==> src/rtl/seq_array_mult_if.sv <==
// Handshake bundle for seq_array_mult: operand channel in, product channel out.
interface seq_array_mult_if #(
  parameter int WIDTH = 4
);
  logic               in_valid;
  logic               in_ready;
  logic [WIDTH-1:0]   a;
  logic [WIDTH-1:0]   b;
  logic               signed_mode;
  logic               out_valid;
  logic               out_ready;
  logic [2*WIDTH-1:0] product;
  logic               busy;

  // Producer/consumer side (testbench or upstream/downstream logic).
  modport master (
    output in_valid, a, b, signed_mode, out_ready,
    input  in_ready, out_valid, product, busy
  );

  // Multiplier side.
  modport slave (
    input  in_valid, a, b, signed_mode, out_ready,
    output in_ready, out_valid, product, busy
  );
endinterface

==> src/rtl/seq_array_mult.sv <==
// Sequential shift-add multiplier: one partial-product row per clock, WIDTH
// RUN cycles per operation, unsigned or two's-complement via sign-magnitude.
module seq_array_mult #(
  parameter int WIDTH = 4
) (
  input  logic            clk,
  input  logic            rst_n,
  seq_array_mult_if.slave bus
);
  localparam int PW = 2 * WIDTH;
  localparam int CW = $clog2(WIDTH);
  localparam logic [CW-1:0] LAST_ROW = CW'(WIDTH - 1);

  typedef enum logic [1:0] {
    IDLE = 2'd0,
    RUN  = 2'd1,
    DONE = 2'd2
  } state_t;

  // Absolute value as an unsigned WIDTH-bit number; the most negative value
  // maps onto 2^(WIDTH-1), which is still representable unsigned.
  function automatic logic [WIDTH-1:0] magnitude(input logic [WIDTH-1:0] v,
                                                 input logic is_signed);
    if (is_signed && v[WIDTH-1]) begin
      magnitude = ~v + {{(WIDTH-1){1'b0}}, 1'b1};
    end else begin
      magnitude = v;
    end
  endfunction

  // Two's-complement negation of a full-width product.
  function automatic logic [PW-1:0] negate(input logic [PW-1:0] v);
    negate = ~v + {{(PW-1){1'b0}}, 1'b1};
  endfunction

  state_t          state_r;
  logic [PW-1:0]   mag_a_r;     // multiplicand magnitude, pre-shifted to current row
  logic [WIDTH-1:0] mag_b_r;    // multiplier magnitude, LSB is the current row bit
  logic            sign_r;
  logic [PW-1:0]   acc_r;
  logic [CW-1:0]   cnt_r;
  logic            in_ready_r;
  logic            out_valid_r;
  logic            busy_r;
  logic [PW-1:0]   product_r;

  logic [PW-1:0]   addend_s;
  logic [PW-1:0]   acc_sum_s;
  logic [PW-1:0]   final_s;

  // Current partial-product row, running sum, and sign-corrected result.
  always_comb begin
    addend_s  = {PW{1'b0}};
    acc_sum_s = {PW{1'b0}};
    final_s   = {PW{1'b0}};
    if (mag_b_r[0]) begin
      addend_s = mag_a_r;
    end else begin
      addend_s = {PW{1'b0}};
    end
    acc_sum_s = acc_r + addend_s;
    if (sign_r) begin
      final_s = negate(acc_sum_s);
    end else begin
      final_s = acc_sum_s;
    end
  end

  // Control FSM with datapath registers and registered handshake outputs.
  always_ff @(posedge clk or negedge rst_n) begin
    if (!rst_n) begin
      state_r     <= IDLE;
      mag_a_r     <= {PW{1'b0}};
      mag_b_r     <= {WIDTH{1'b0}};
      sign_r      <= 1'b0;
      acc_r       <= {PW{1'b0}};
      cnt_r       <= {CW{1'b0}};
      in_ready_r  <= 1'b1;
      out_valid_r <= 1'b0;
      busy_r      <= 1'b0;
      product_r   <= {PW{1'b0}};
    end else begin
      case (state_r)
        IDLE: begin
          if (bus.in_valid) begin
            mag_a_r     <= {{WIDTH{1'b0}}, magnitude(bus.a, bus.signed_mode)};
            mag_b_r     <= magnitude(bus.b, bus.signed_mode);
            sign_r      <= bus.signed_mode & (bus.a[WIDTH-1] ^ bus.b[WIDTH-1]);
            acc_r       <= {PW{1'b0}};
            cnt_r       <= {CW{1'b0}};
            in_ready_r  <= 1'b0;
            busy_r      <= 1'b1;
            state_r     <= RUN;
          end else begin
            in_ready_r  <= 1'b1;
            busy_r      <= 1'b0;
            state_r     <= IDLE;
          end
        end
        RUN: begin
          acc_r   <= acc_sum_s;
          mag_a_r <= {mag_a_r[PW-2:0], 1'b0};
          mag_b_r <= {1'b0, mag_b_r[WIDTH-1:1]};
          cnt_r   <= cnt_r + {{(CW-1){1'b0}}, 1'b1};
          if (cnt_r == LAST_ROW) begin
            product_r   <= final_s;
            out_valid_r <= 1'b1;
            state_r     <= DONE;
          end else begin
            state_r     <= RUN;
          end
        end
        DONE: begin
          // Output handshake only; new operands wait for the next IDLE cycle.
          if (bus.out_ready) begin
            out_valid_r <= 1'b0;
            in_ready_r  <= 1'b1;
            busy_r      <= 1'b0;
            state_r     <= IDLE;
          end else begin
            state_r     <= DONE;
          end
        end
        default: begin
          state_r     <= IDLE;
          in_ready_r  <= 1'b1;
          out_valid_r <= 1'b0;
          busy_r      <= 1'b0;
        end
      endcase
    end
  end

  assign bus.in_ready  = in_ready_r;
  assign bus.out_valid = out_valid_r;
  assign bus.busy      = busy_r;
  assign bus.product   = product_r;
endmodule

==> src/flat_wrapper.sv <==
// flat-port wrapper written by rule: the top's interface ports become plain ports
module seq_array_mult_flat 
#(
  parameter int WIDTH = 4
)
  (clk, rst_n, bus_in_valid, bus_a, bus_b, bus_signed_mode, bus_out_ready, bus_in_ready, bus_out_valid, bus_product, bus_busy);
  seq_array_mult_if #(.WIDTH(WIDTH)) bus_i ();
  input  logic clk;
  input  logic rst_n;
  input wire logic [$bits(bus_i.in_valid)-1:0] bus_in_valid;
  input wire logic [$bits(bus_i.a)-1:0] bus_a;
  input wire logic [$bits(bus_i.b)-1:0] bus_b;
  input wire logic [$bits(bus_i.signed_mode)-1:0] bus_signed_mode;
  input wire logic [$bits(bus_i.out_ready)-1:0] bus_out_ready;
  output wire logic [$bits(bus_i.in_ready)-1:0] bus_in_ready;
  output wire logic [$bits(bus_i.out_valid)-1:0] bus_out_valid;
  output wire logic [$bits(bus_i.product)-1:0] bus_product;
  output wire logic [$bits(bus_i.busy)-1:0] bus_busy;
  assign bus_i.in_valid = bus_in_valid;
  assign bus_i.a = bus_a;
  assign bus_i.b = bus_b;
  assign bus_i.signed_mode = bus_signed_mode;
  assign bus_i.out_ready = bus_out_ready;
  assign bus_in_ready = bus_i.in_ready;
  assign bus_out_valid = bus_i.out_valid;
  assign bus_product = bus_i.product;
  assign bus_busy = bus_i.busy;
  seq_array_mult #(.WIDTH(WIDTH)) u_core (.clk(clk), .rst_n(rst_n), .bus(bus_i));
endmodule
==> config.mk <==
export PLATFORM = sky130hd
export DESIGN_NAME = seq_array_mult_flat
export DESIGN_NICKNAME = d
export VERILOG_FILES = /design/src/rtl/seq_array_mult_if.sv /design/src/rtl/seq_array_mult.sv /design/src/flat_wrapper.sv
export SDC_FILE = /design/constraint.sdc
export NUM_CORES = 1
export LEC_CHECK = 0
export CAP_MARGIN = 10
export CELL_PAD_IN_SITES_DETAIL_PLACEMENT = 1
export CELL_PAD_IN_SITES_GLOBAL_PLACEMENT = 1
export CORE_ASPECT_RATIO = 1.25
export CORE_MARGIN = 5
export CORE_UTILIZATION = 37
export CTS_CLUSTER_DIAMETER = 30
export DETAILED_ROUTE_END_ITERATION = 7
export PLACE_DENSITY_LB_ADDON = 0.1
export SLEW_MARGIN = 20
export SYNTH_ARGS = -nofsm -noshare
export SYNTH_HDL_FRONTEND = slang
export SYNTH_SLANG_ARGS = --single-unit
==> constraint.sdc <==
create_clock -name clk -period 2.9 [get_ports clk]
set_input_delay 0.58 -clock clk [delete_from_list [all_inputs] [get_ports clk]]
set_output_delay 0.58 -clock clk [all_outputs]
set_load 0.02 [all_outputs]
# ---- Yosys cells after proc, flatten, opt, wreduce, memory -nomap -nowiden
# Cells that the tools add are included.
dict set report totals {
  reg_bits 36
  latch_bits 0
  ram_bits 0
  romBits 0
  in_bits 13
  word_cells 61
  mem_count 0
}
dict set report classes {
  addsub 5
  n_mul 0
  div 0
  magnitude_cmp 0
  eq_ne 6
  shift 0
  n_mux 24
  bitwise_logic 7
  n_reduce_logical 9
}
# op n
set op_table {}
lappend op_table {{$mux 8} 4}
lappend op_table {{$pmux 8 s2} 2}
lappend op_table {{$mux 4} 3}
lappend op_table {{$pmux 1 s3} 3}
lappend op_table {{$add 4x1->4 const B} 2}
lappend op_table {{$add 8x1->8 const B} 1}
lappend op_table {{$add 8x8->8} 1}
lappend op_table {{$not 4->4} 2}
lappend op_table {{$not 8->8} 1}
lappend op_table {{$pmux 4 s2} 1}
lappend op_table {{$reduce_and 2->1} 4}
lappend op_table {{$mux 1} 6}
lappend op_table {{$mux 2} 3}
lappend op_table {{$pmux 2 s3} 1}
lappend op_table {{$eq 2x2->1 const B} 2}
lappend op_table {{$ne 2x2->1 const B} 2}
lappend op_table {{$pmux 2 s2} 1}
lappend op_table {{$reduce_and 3->1} 1}
lappend op_table {{$add 2x1->2 const B} 1}
lappend op_table {{$eq 2x1->1 const B} 1}
lappend op_table {{$logic_and 1x1->1} 2}
lappend op_table {{$logic_not 2->1} 1}
lappend op_table {{$ne 2x1->1 const B} 1}
lappend op_table {{$not 1->1} 2}
lappend op_table {{3 further kinds} 3}

# ---- Depth between registers and ports, before layout
dict set report depth {
  word_depth 5
  ltp_mapped 9
  depth_no_buf 9
}

# ---- Worst setup path after synthesis
# Ideal clock, no wire load.
dict set report synth_path {
  path_type {register to register}
  start {register u_core.mag_b_r[0]}
  end {register u_core.product_r[6] (netlist: u_core.bus.product[6])}
  setup_time_ps 127
  t_arrival_ps 2411
  slack_ps 362
  path_stages_with_launch 9
  path_buffers 0
  period_less_slack_ps 2538
  path_cell_list {dfrtp_1 and2_1 ha_1 and2_4 a221o_1 or3_4 a2111oi_4 mux2i_1 nand3_1}
}
dict set report synth_via {
  elab_chain_len 5
}
# element line_no
set synth_lines {}
lappend synth_lines {{start: declaration} seq_array_mult.sv:38} ;# logic [WIDTH-1:0] mag_b_r;
lappend synth_lines {{start signal: assignment} seq_array_mult.sv:74} ;# mag_b_r <= {WIDTH{1'b0}};
lappend synth_lines {{start signal: assignment} seq_array_mult.sv:87} ;# mag_b_r <= magnitude(bus.b, bus.signed_mode);
lappend synth_lines {{start signal: assignment} seq_array_mult.sv:103} ;# mag_b_r <= {1'b0, mag_b_r[WIDTH-1:1]};
lappend synth_lines {{$mux 8 *} seq_array_mult.sv:56} ;# if (mag_b_r[0]) begin
lappend synth_lines {{$add 8x8->8 *} seq_array_mult.sv:61} ;# acc_sum_s = acc_r + addend_s;
lappend synth_lines {{$not 8->8} seq_array_mult.sv:33} ;# negate = ~v + {{(PW-1){1'b0}}, 1'b1};
lappend synth_lines {{$add 8x1->8} seq_array_mult.sv:33}
lappend synth_lines {{$mux 8 *} seq_array_mult.sv:62} ;# if (sign_r) begin
lappend synth_lines {{end signal: assignment} seq_array_mult.sv:81} ;# product_r <= {PW{1'b0}};
lappend synth_lines {{end signal: assignment} seq_array_mult.sv:106} ;# product_r <= final_s;
lappend synth_lines {{end: declaration} seq_array_mult.sv:45} ;# logic [PW-1:0] product_r;
# Every way passes the cells marked *; elsewhere a longest branch is shown, timed or not.
# A chain may end at the register's enable or synchronous reset.

# ---- Worst setup path in the final report
# Same ends and word-level chain as after synthesis.

==> results.tsv <==
metric	value	unit
largest cells by area after synthesis	sky130_fd_sc_hd__dfrtp_1, sky130_fd_sc_hd__o21ai_0, sky130_fd_sc_hd__nand2_1	
async set or reset register ratio after synthesis	100	%
total number of vias	1791	
critical path endpoint category	register	
RSZ-0062 raised after global routing	false	
Routed Antenna Nets	0	
main combinational cell family by area after synthesis	simple AND/OR/NAND/NOR gates	
Clock Path Buffers	2	
Syn Inst Count	234	
Power Dens Cells	1100	nW/um2
headroom to the max-slew limit	44.7	%
number of antenna violations at the first check in global routing	0	
Syn Nets	259	
internal power summed over all cells	1.65	mW
launching element type of the critical path	register	
largest net degree at the start of global routing	37	
most common cell after layout, fill and taps aside	sky130_fd_sc_hd__nand2_1	
placeable core region	5520	um2
Post-synth EDFFs	0	
maximum ir drop on the vdd rail	0.000504	V
synthesized cell area	2130	um2
Worst Hold Slack	0.384	ns
total inserted antenna cells	0	
PostCTS Resize Cnt	0	
hold violation count in the final report	0	
CTS HTree Levels	2	
minimum clock period	2.69	ns
max-cap violations	0	
achievable clock frequency	372	MHz
post-CTS setup-driven buffer insertion count	0	
clock-pin slew on the worst setup and hold paths	0.07	ns
proportion of synthesized area in mux cells	2.94	%
sw power	1.18	mW
detailed-route DRC error count	0	
final WL	5220	um
share of the synthesized area in the top cell type	41.2	%
reg-to-reg startpoint	u_core.mag_b_r[0]$_DFFE_PN0P_	
floorplan die area	7370	um2
total global-route track usage	15.4	%
static leakage	1.15	nW
post-synthesis share of cell area spent on full adders, half adders and majority gates	7.42	%
worst reg2reg setup slack	0.21	ns
category of the most critical setup path	register to register	
post-synthesis cell type count	43	
die outline width	77.8	um
maximum fanout along the worst path	9	
Placer Congestion	0.798	
maximum clock skew at final layout	0.00643	ns
HP Class	input pin to asynchronous set/reset pin	
count of placed standard cells in the final layout, fillers left out	325	
source-to-sink clock delay at the later pin of the worst-skew pair	0.29	ns
data arrival time of the critical path	2.87	ns
Root Driver	sky130_fd_sc_hd__clkbuf_8	
period utilization	92.7	%
number of cells traversed by the worst register-to-register path	8	
Port-buffer cells	23	
chip height	94.7	um
Avg Synthesized Cell Area	9.08	um2
violation count after the first detailed-route iteration	85	
outcome	completed	
leftover overflow at the end of global routing	0	
initial standard-cell utilization of the core	38.5	%
total clock buffers created by CTS	5	
Via-to-Cell Ratio	5.51	
sequential group share of total power	31.2	%
commonest non-fill, non-tap cells in the layout	sky130_fd_sc_hd__nand2_1, sky130_fd_sc_hd__dfrtp_1, sky130_fd_sc_hd__o21ai_0	
global-route wire length before repair	9080	um
TritonCTS clock tree	done	
post-cts hold buffer count	0	
Most used DFF post-synth	sky130_fd_sc_hd__dfrtp_1	
Max Transition Viols Final	0	
required time reported for the critical path endpoint	3.08	ns
library cell with the largest summed area after synthesis	sky130_fd_sc_hd__dfrtp_1	
post-detailed-route wirelength per cell	16.1	um
I/O Pins	24	
slew at the pin closest to its max-slew limit	0.829	ns
TritonRoute pass-1 iters	4	
area added between synthesis and finish	20.5	%
post-synthesis xor/xnor area fraction	3.71	%
total of endpoints with negative setup slack in the final report	0	
proportion of layout cells with a drive suffix above 1	9.20	%
Final TNS setup	0	ns
vias in the first global route	1937	
clock sink count	36	
post-synthesis simple-gate area fraction	22.5	%
number of warnings printed during yosys synthesis	0	
Worst R2R End	u_core.bus.product[6]$_DFFE_PN0P_	
relative contribution of combinational cells to total power	51.6	%
share of the synthesized area in compound gates (AO/OA/AOI/OAI)	18.4	%
number of storage elements in the synthesis netlist	36	
Placed Cells incl. Taps	317	
Seq/Total Area, Yosys	42.4	%
Switching Fraction	41.8	%
detailed placer's ending HPWL	3960	um
portion of total power attributed to the clock network	17.2	%
net total in the final layout	285	
number of standard-cell rows in the floorplan	30	
-- critical path: stages (launching register included) --
cell and delay, ns:
sky130_fd_sc_hd__dfrtp_1 0.45, sky130_fd_sc_hd__and2_1 0.17, sky130_fd_sc_hd__ha_1 0.32, sky130_fd_sc_hd__and2_4 0.19
sky130_fd_sc_hd__a221o_1 0.37, sky130_fd_sc_hd__or3_4 0.40, sky130_fd_sc_hd__a2111oi_4 0.37, sky130_fd_sc_hd__mux2i_1 0.22
sky130_fd_sc_hd__nand3_1 0.08
-- state kept, by name (all words and copies together), names as in the netlist --
signal,flops
u_core.acc_r,8
u_core.mag_a_r,8
u_core.bus.out_valid,1
u_core.mag_b_r,4
u_core.sign_r,1
u_core.bus.product,8
u_core.cnt_r,2
u_core.bus.busy,1
u_core.state_r,2
u_core.bus.in_ready,1
-- power by group through the flow --
stage                     sequential (mW)  clock [mW]  combinational (mW)
after floorplan                     0.917           0               0.945
after detailed placement            0.896           0                1.48
after global routing                0.915       0.526                1.63
after global placement              0.889           0                1.45
final                               0.883       0.488                1.46
after CTS                           0.887       0.497                1.49
-- metal layers --
layer | share of wire [%] | wire length (um) | GRT usage, % | up-vias
li1 | - | - | - | 875
met2 | 54 | 2820 | 29.0 | 16
met1 | 43 | 2220 | 17.1 | 892
met3 | 1.8 | 92 | 2.67 | 8
met5 | 0 | 0 | 0 | -
met4 | 1.6 | 85 | 5.44 | 0
-- area by class of cell --
cell class	count	area, um2
fill	662	2960
clock inverter	1	30.0
clock buffer	7	96.3
inverter	7	26.3
timing repair buffer	27	255
multi-input combinational	183	1170
tap	64	80.1
sequential	36	902
-- synthesized netlist by cell type (3+ instances only) --
cell type	instances
sky130_fd_sc_hd__ha_1	11
sky130_fd_sc_hd__nand2_1	38
sky130_fd_sc_hd__xor2_1	4
sky130_fd_sc_hd__o31ai_1	5
sky130_fd_sc_hd__a21o_1	3
sky130_fd_sc_hd__and2_1	10
sky130_fd_sc_hd__o21ai_0	29
sky130_fd_sc_hd__nand2b_1	4
sky130_fd_sc_hd__nor2_1	12
sky130_fd_sc_hd__dfrtp_1	35
sky130_fd_sc_hd__a22oi_1	5
sky130_fd_sc_hd__mux2i_1	4
sky130_fd_sc_hd__inv_1	7
sky130_fd_sc_hd__o21ai_1	4
sky130_fd_sc_hd__xnor2_1	5
sky130_fd_sc_hd__clkbuf_1	8
sky130_fd_sc_hd__nand3_1	13
-- cells by family after synthesis --
logic type | after synthesis
AOI/OAI and AO/OA | 60
xor gates and xnor gates | 9
adders and majority gates | 12
buffers and inverters | 15
DFF | 36
muxes | 6
and+or+nand+nor | 96
-- per-stage QoR --
stage          area (um2)  worst slack (ns)  power [mW]  util [%]
6_report             2560             0.210        2.83      46.4
5_1_grt              2560            0.0679        3.07      46.4
3_3_place_gp         2430             0.242        2.34      44.1
3_5_place_dp         2430             0.122        2.38      44.1
2_1_floorplan        2130             0.362        1.86         -
4_1_cts              2560            0.0994        2.87      46.3
-- worst max-delay path by stage --
| stage | startpoint | depth (start not counted) | end |
|---|---|---|---|
| after detailed placement | u_core.mag_b_r[0]$_DFFE_PN0P_ | 9 | u_core.bus.product[7]$_DFFE_PN0P_ |
| after global placement | u_core.mag_b_r[0]$_DFFE_PN0P_ | 9 | u_core.bus.product[7]$_DFFE_PN0P_ |
| final | u_core.mag_b_r[0]$_DFFE_PN0P_ | 8 | u_core.bus.product[6]$_DFFE_PN0P_ |
| after global routing | u_core.mag_b_r[0]$_DFFE_PN0P_ | 9 | u_core.bus.product[7]$_DFFE_PN0P_ |
| after floorplan | u_core.mag_b_r[0]$_DFFE_PN0P_ | 8 | u_core.bus.product[6]$_DFFE_PN0P_ |
| after CTS | u_core.mag_b_r[0]$_DFFE_PN0P_ | 9 | u_core.bus.product[7]$_DFFE_PN0P_ |
Power figures use the tool's default switching activity.
